File: config.mk
export PLATFORM = sky130hd
export DESIGN_NAME = bin_to_bcd_seq
export DESIGN_NICKNAME = d
export VERILOG_FILES = /design/src/rtl/bin_to_bcd_seq.sv
export SDC_FILE = /design/constraint.sdc
export NUM_CORES = 1
export LEC_CHECK = 0
export ABC_CLOCK_PERIOD_IN_PS = 1400
export CELL_PAD_IN_SITES_DETAIL_PLACEMENT = 0
export CELL_PAD_IN_SITES_GLOBAL_PLACEMENT = 1
export CORE_MARGIN = 5
export CORE_UTILIZATION = 44
export CTS_BUF_LIST = sky130_fd_sc_hd__clkbuf_8
export CTS_CLUSTER_DIAMETER = 150
export DETAILED_ROUTE_END_ITERATION = 6
export MAX_ROUTING_LAYER = met4
export PLACE_DENSITY = 0.77
export SETUP_SLACK_MARGIN = 0.5
export SYNTH_ARGS = -nofsm -noshare
export SYNTH_HDL_FRONTEND = slang
export SYNTH_SLANG_ARGS = --single-unit
File: constraint.sdc
create_clock -name clk -period 1.4 [get_ports clk]
set_input_delay 0.28 -clock clk [delete_from_list [all_inputs] [get_ports clk]]
set_output_delay 0.28 -clock clk [all_outputs]
set_load 0.1 [all_outputs]
File: src/rtl/bin_to_bcd_seq.sv
// Sequential double-dabble converter: one input bit per cycle, unsigned binary to packed BCD.
// bcd_out/ovf are only rewritten at completion, so a downstream display never sees partial sums.
module bin_to_bcd_seq #(
    parameter int BIN_WIDTH  = 8,
    parameter int NUM_DIGITS = 2
) (
    input  logic                    clk,
    input  logic                    rst,
    input  logic                    start,
    input  logic [BIN_WIDTH-1:0]    bin_in,
    output logic [4*NUM_DIGITS-1:0] bcd_out,
    output logic                    busy,
    output logic                    done,
    output logic                    ovf
);
    localparam int D_CEIL = (BIN_WIDTH + 2) / 3;
    localparam int D_INT  = (NUM_DIGITS > D_CEIL) ? NUM_DIGITS : D_CEIL;
    localparam int SW     = 4 * D_INT;
    localparam int CW     = $clog2(BIN_WIDTH + 1);

    typedef enum logic [1:0] {IDLE, SHIFT, DONE} state_t;

    state_t               state;
    logic [BIN_WIDTH-1:0] sreg;
    logic [SW-1:0]        scr;
    logic [SW-1:0]        adj;
    logic [CW-1:0]        cnt;
    logic                 ovf_c;

    // Per-digit add-3 correction ahead of each shift; carries never leave the nibble.
    for (genvar g = 0; g < D_INT; g++) begin : g_adj
        assign adj[4*g +: 4] = (scr[4*g +: 4] >= 4'd5) ? scr[4*g +: 4] + 4'd3 : scr[4*g +: 4];
    end

    // Scratch is sized for the full decimal value, so overflow is just "any upper digit set".
    if (D_INT > NUM_DIGITS) begin : g_ovf
        assign ovf_c = |scr[SW-1:4*NUM_DIGITS];
    end else begin : g_noovf
        assign ovf_c = 1'b0;
    end

    always_ff @(posedge clk or posedge rst) begin
        if (rst) begin
            state   <= IDLE;
            sreg    <= '0;
            scr     <= '0;
            cnt     <= '0;
            bcd_out <= '0;
            busy    <= 1'b0;
            done    <= 1'b0;
            ovf     <= 1'b0;
        end else begin
            done <= 1'b0;
            case (state)
                IDLE: begin
                    if (start) begin
                        sreg  <= bin_in;
                        scr   <= '0;
                        cnt   <= '0;
                        busy  <= 1'b1;
                        state <= SHIFT;
                    end
                end
                SHIFT: begin
                    {scr, sreg} <= {adj[SW-2:0], sreg, 1'b0};
                    cnt         <= cnt + CW'(1);
                    if (cnt == CW'(BIN_WIDTH - 1)) state <= DONE;
                end
                DONE: begin
                    ovf     <= ovf_c;
                    bcd_out <= ovf_c ? {NUM_DIGITS{4'h9}} : scr[4*NUM_DIGITS-1:0];
                    done    <= 1'b1;
                    busy    <= 1'b0;
                    state   <= IDLE;
                end
                default: state <= IDLE;
            endcase
        end
    end
endmodule

==> flow_summary.json <==
{
  "status": "complete, no violations",
  "h-tree-depth": 2,
  "fin_nets": 262,
  "busiest_layer": "met2",
  "worstPathCellList": "inv_4 -> ha_4 -> buf_4 -> buf_6 -> o31ai_2 -> a32o_1",
  "core-area_sq_um": 4000,
  "clockBufferDepth": 2,
  "ir_drop_mv": 1.09,
  "final_antenna_net_count": 0,
  "routed_wl_um": 4660,
  "rsz0062_at_grt": "yes",
  "first_pass_iters": 4,
  "area.growth.synth_to_final_pct": 64.7,
  "netlist_area_sq_um": 1800,
  "synth_top_flop_cell": "dfrtp_1",
  "synth_top_cell_area_share_pct": 51.4,
  "grt_max_degree": 29,
  "ys_seq_elements": 37,
  "startpoint_type": "register",
  "synth_area_leaders": "dfrtp_1 51%, ha_1 5.6%, nand2_1 4.4%",
  "die-area_sq_um": 5480,
  "row_count": 23,
  "met3_usage_pct": 5.27,
  "io_buffers": 21,
  "cpMaxStageDelayCell": "dfrtp_1",
  "finalHoldViolCount": 0,
  "gp_congestion": 0.777,
  "drive_gt1_share_pct": 54.5,
  "maxCapViolCount": 0,
  "yosysMostFrequentCell": "dfrtp_1",
  "critPathMaxFanout": 4,
  "synthTopCellsByCount": "37 x dfrtp_1, 21 x nand2_1, 14 x inv_1, 13 x o21ai_0",
  "track_usage_pct": 18.9,
  "final_cell_count_no_fill": 294,
  "p_leak_nw": 1.31,
  "maxSlewViolCount": 0,
  "grt_use_met2_pct": 31.8,
  "remaining_drc_errors": 0,
  "numPlacedInstances": 253,
  "die_h_um": 74.0,
  "synth_edf_count": 0,
  "ys_types": 31,
  "clock_skew_ns": 0.0109,
  "ys.warnings.count": 0,
  "synth_area_leader_cell": "dfrtp_1",
  "cpPeakStageDelay_ns": 0.43,
  "place_worst_setup_slack_ns": -0.179,
  "fin_ws_ns": 0.107,
  "p_comb_share_pct": 63.6,
  "syn_area_per_cell_sq_um": 10.0,
  "syn_inst": 180,
  "max_slew_margin_pct": 83.0,
  "setup_viol": 0,
  "grt_pass1_wl_um": 7630,
  "hp-class": "in -> async",
  "grt_pass1_vias": 1632,
  "grtUsageMet1_pct": 21.5,
  "fin_hold_ws_ns": 0.261,
  "grt_overflow": 0,
  "fmax_ghz": 0.774,
  "power_frac_seq_pct": 26.7,
  "design.portCount": 22,
  "worstPathRequired_ns": 1.63,
  "start_util_pct": 45.1,
  "ys_seq_area_share_pct": 51.4,
  "internal-power_w": 0.00418,
  "dr_total_vias": 1596,
  "power.density_nw_per_um2": 2490,
  "cts_tree": "built",
  "crit_arrival_ns": 1.52,
  "worst_pin_slew_ns": 0.254,
  "fin_crit_ns": 1.29,
  "hpwl_um": 2850,
  "clkPwrFrac_pct": 9.6,
  "syn_nets": 199,
  "setup_tns_ns": 0,
  "clk_latency_ns": 0.29,
  "finalCritPeriodShare_pct": 92.3,
  "cts.sinks": 37,
  "cts_buffers": 5,
  "holdBufCountCts": 0,
  "crit_type": "reg -> reg",
  "drt-initial-drc-count": 145,
  "switching_share_pct": 43.4,
  "n_antenna_cell": 0,
  "antenna_found_initial": 0,
  "wl_per_cell_um": 15.9,
  "synthArstFlopShare_pct": 100,
  "die_w_um": 74.0,
  "path_clk_slew_ns": 0.08,
  "viasPerCell": 5.43,
  "cts_root_buf": "clkbuf_8",
  "critPathCaptureType": "register",
  "power_switching_w": 0.00320
}
## final cells by class
| type | instances | area, sq um |
|---|---|---|
| sequential | 37 | 943 |
| clock inverter | 3 | 13.8 |
| clock buffer | 5 | 68.8 |
| tap | 50 | 62.6 |
| timing repair buffer | 63 | 716 |
| inverter | 15 | 72.6 |
| multi-input combinational | 121 | 1090 |
| fill | 255 | 1030 |
## layout by cell type, fill, tap and decap left out, types with 3 or more instances in the layout
master / count
a21oi_1: 4
a21oi_2: 7
a32o_1: 3
and3b_1: 6
buf_12: 13
buf_4: 25
buf_6: 15
clkbuf_8: 5
clkdlybuf4s50_1: 9
dfrtp_1: 23
dfrtp_2: 14
ha_4: 7
inv_1: 8
inv_2: 4
nand2_1: 17
nand2_2: 4
nand2b_4: 3
nor2_1: 9
nor2b_4: 5
o2111ai_1: 5
o211ai_1: 3
o21ai_1: 11
o21ai_2: 6
o31ai_2: 3
## per-stage QoR
step | instance area, sq um | utilization, % | total power (W)
finish | 2970 | 74.3 | 0.00738
global route | 2970 | 74.3 | 0.00784
CTS | 2840 | 71.0 | 0.00702
detailed placement | 2400 | 60.0 | 0.00539
global placement | 2400 | 60.0 | 0.00525
floorplan | 2000 | - | 0.00442
## cells by family after synthesis
logic type	count (synthesis)	share of synthesized area, %
flip-flops	37	51.4
XOR/XNOR	2	0.972
adder cells (fa/ha/maj)	8	5.55
AO/OA/AOI/OAI	57	21.7
AND/OR/NAND/NOR	53	14.6
multiplexers	1	0.625
buffers and inverters	22	5.20
## power groups by stage
stage | Sequential (W) | Combinational (W) | Clock (W)
after global routing | 0.00203 | 0.00503 | 0.000780
after global placement | 0.00191 | 0.00334 | 0
after CTS | 0.00192 | 0.00437 | 0.000735
after floorplan | 0.00249 | 0.00193 | 0
final | 0.00197 | 0.00470 | 0.000712
after detailed placement | 0.00193 | 0.00345 | 0
## final timing paths
path / depth (start not counted) / slack [ns] / to / from
worst max-delay path: 6 / 0.11 / scr[11] / scr[9]
worst min-delay path: 2 / 0.26 / bcd_out[6] / rst
worst max register to register: 6 / 0.11 / scr[11] / scr[9]
worst min register to register: 1 / 0.50 / scr[7] / scr[7]
max in group asynchronous: 3 / 0.71 / state[0] / rst
min in group clk: 1 / 0.50 / scr[7] / scr[7]
## repair_timing
action	4_1_cts	5_1_grt
gates resized for setup	35	25
cloned	2	0
endpoints found under the setup margin	48	47
pin swaps	18	14
setup buffers	25	6
## registers in the layout, summed over array words and instances (netlist names)
register / cells
ovf: 1
busy: 1
done: 1
sreg: 8
state: 2
scr: 12
cnt: 4
bcd_out: 8
## per-layer routing
layer | wire, um | up-vias
li1 | - | 769
met1 | 1880 | 764
met2 | 2460 | 49
met3 | 240 | 14
met4 | 85 | 0
met5 | 0 | -
## worst max-delay path, delay by kind of cell (launching register included)
kind	cells	cell delay [ns]
flops	1	0.43
buf+inv	3	0.32
fa+ha+maj	1	0.16
compound gates	2	0.31
Note: power is estimated with default switching activity, not from simulation.
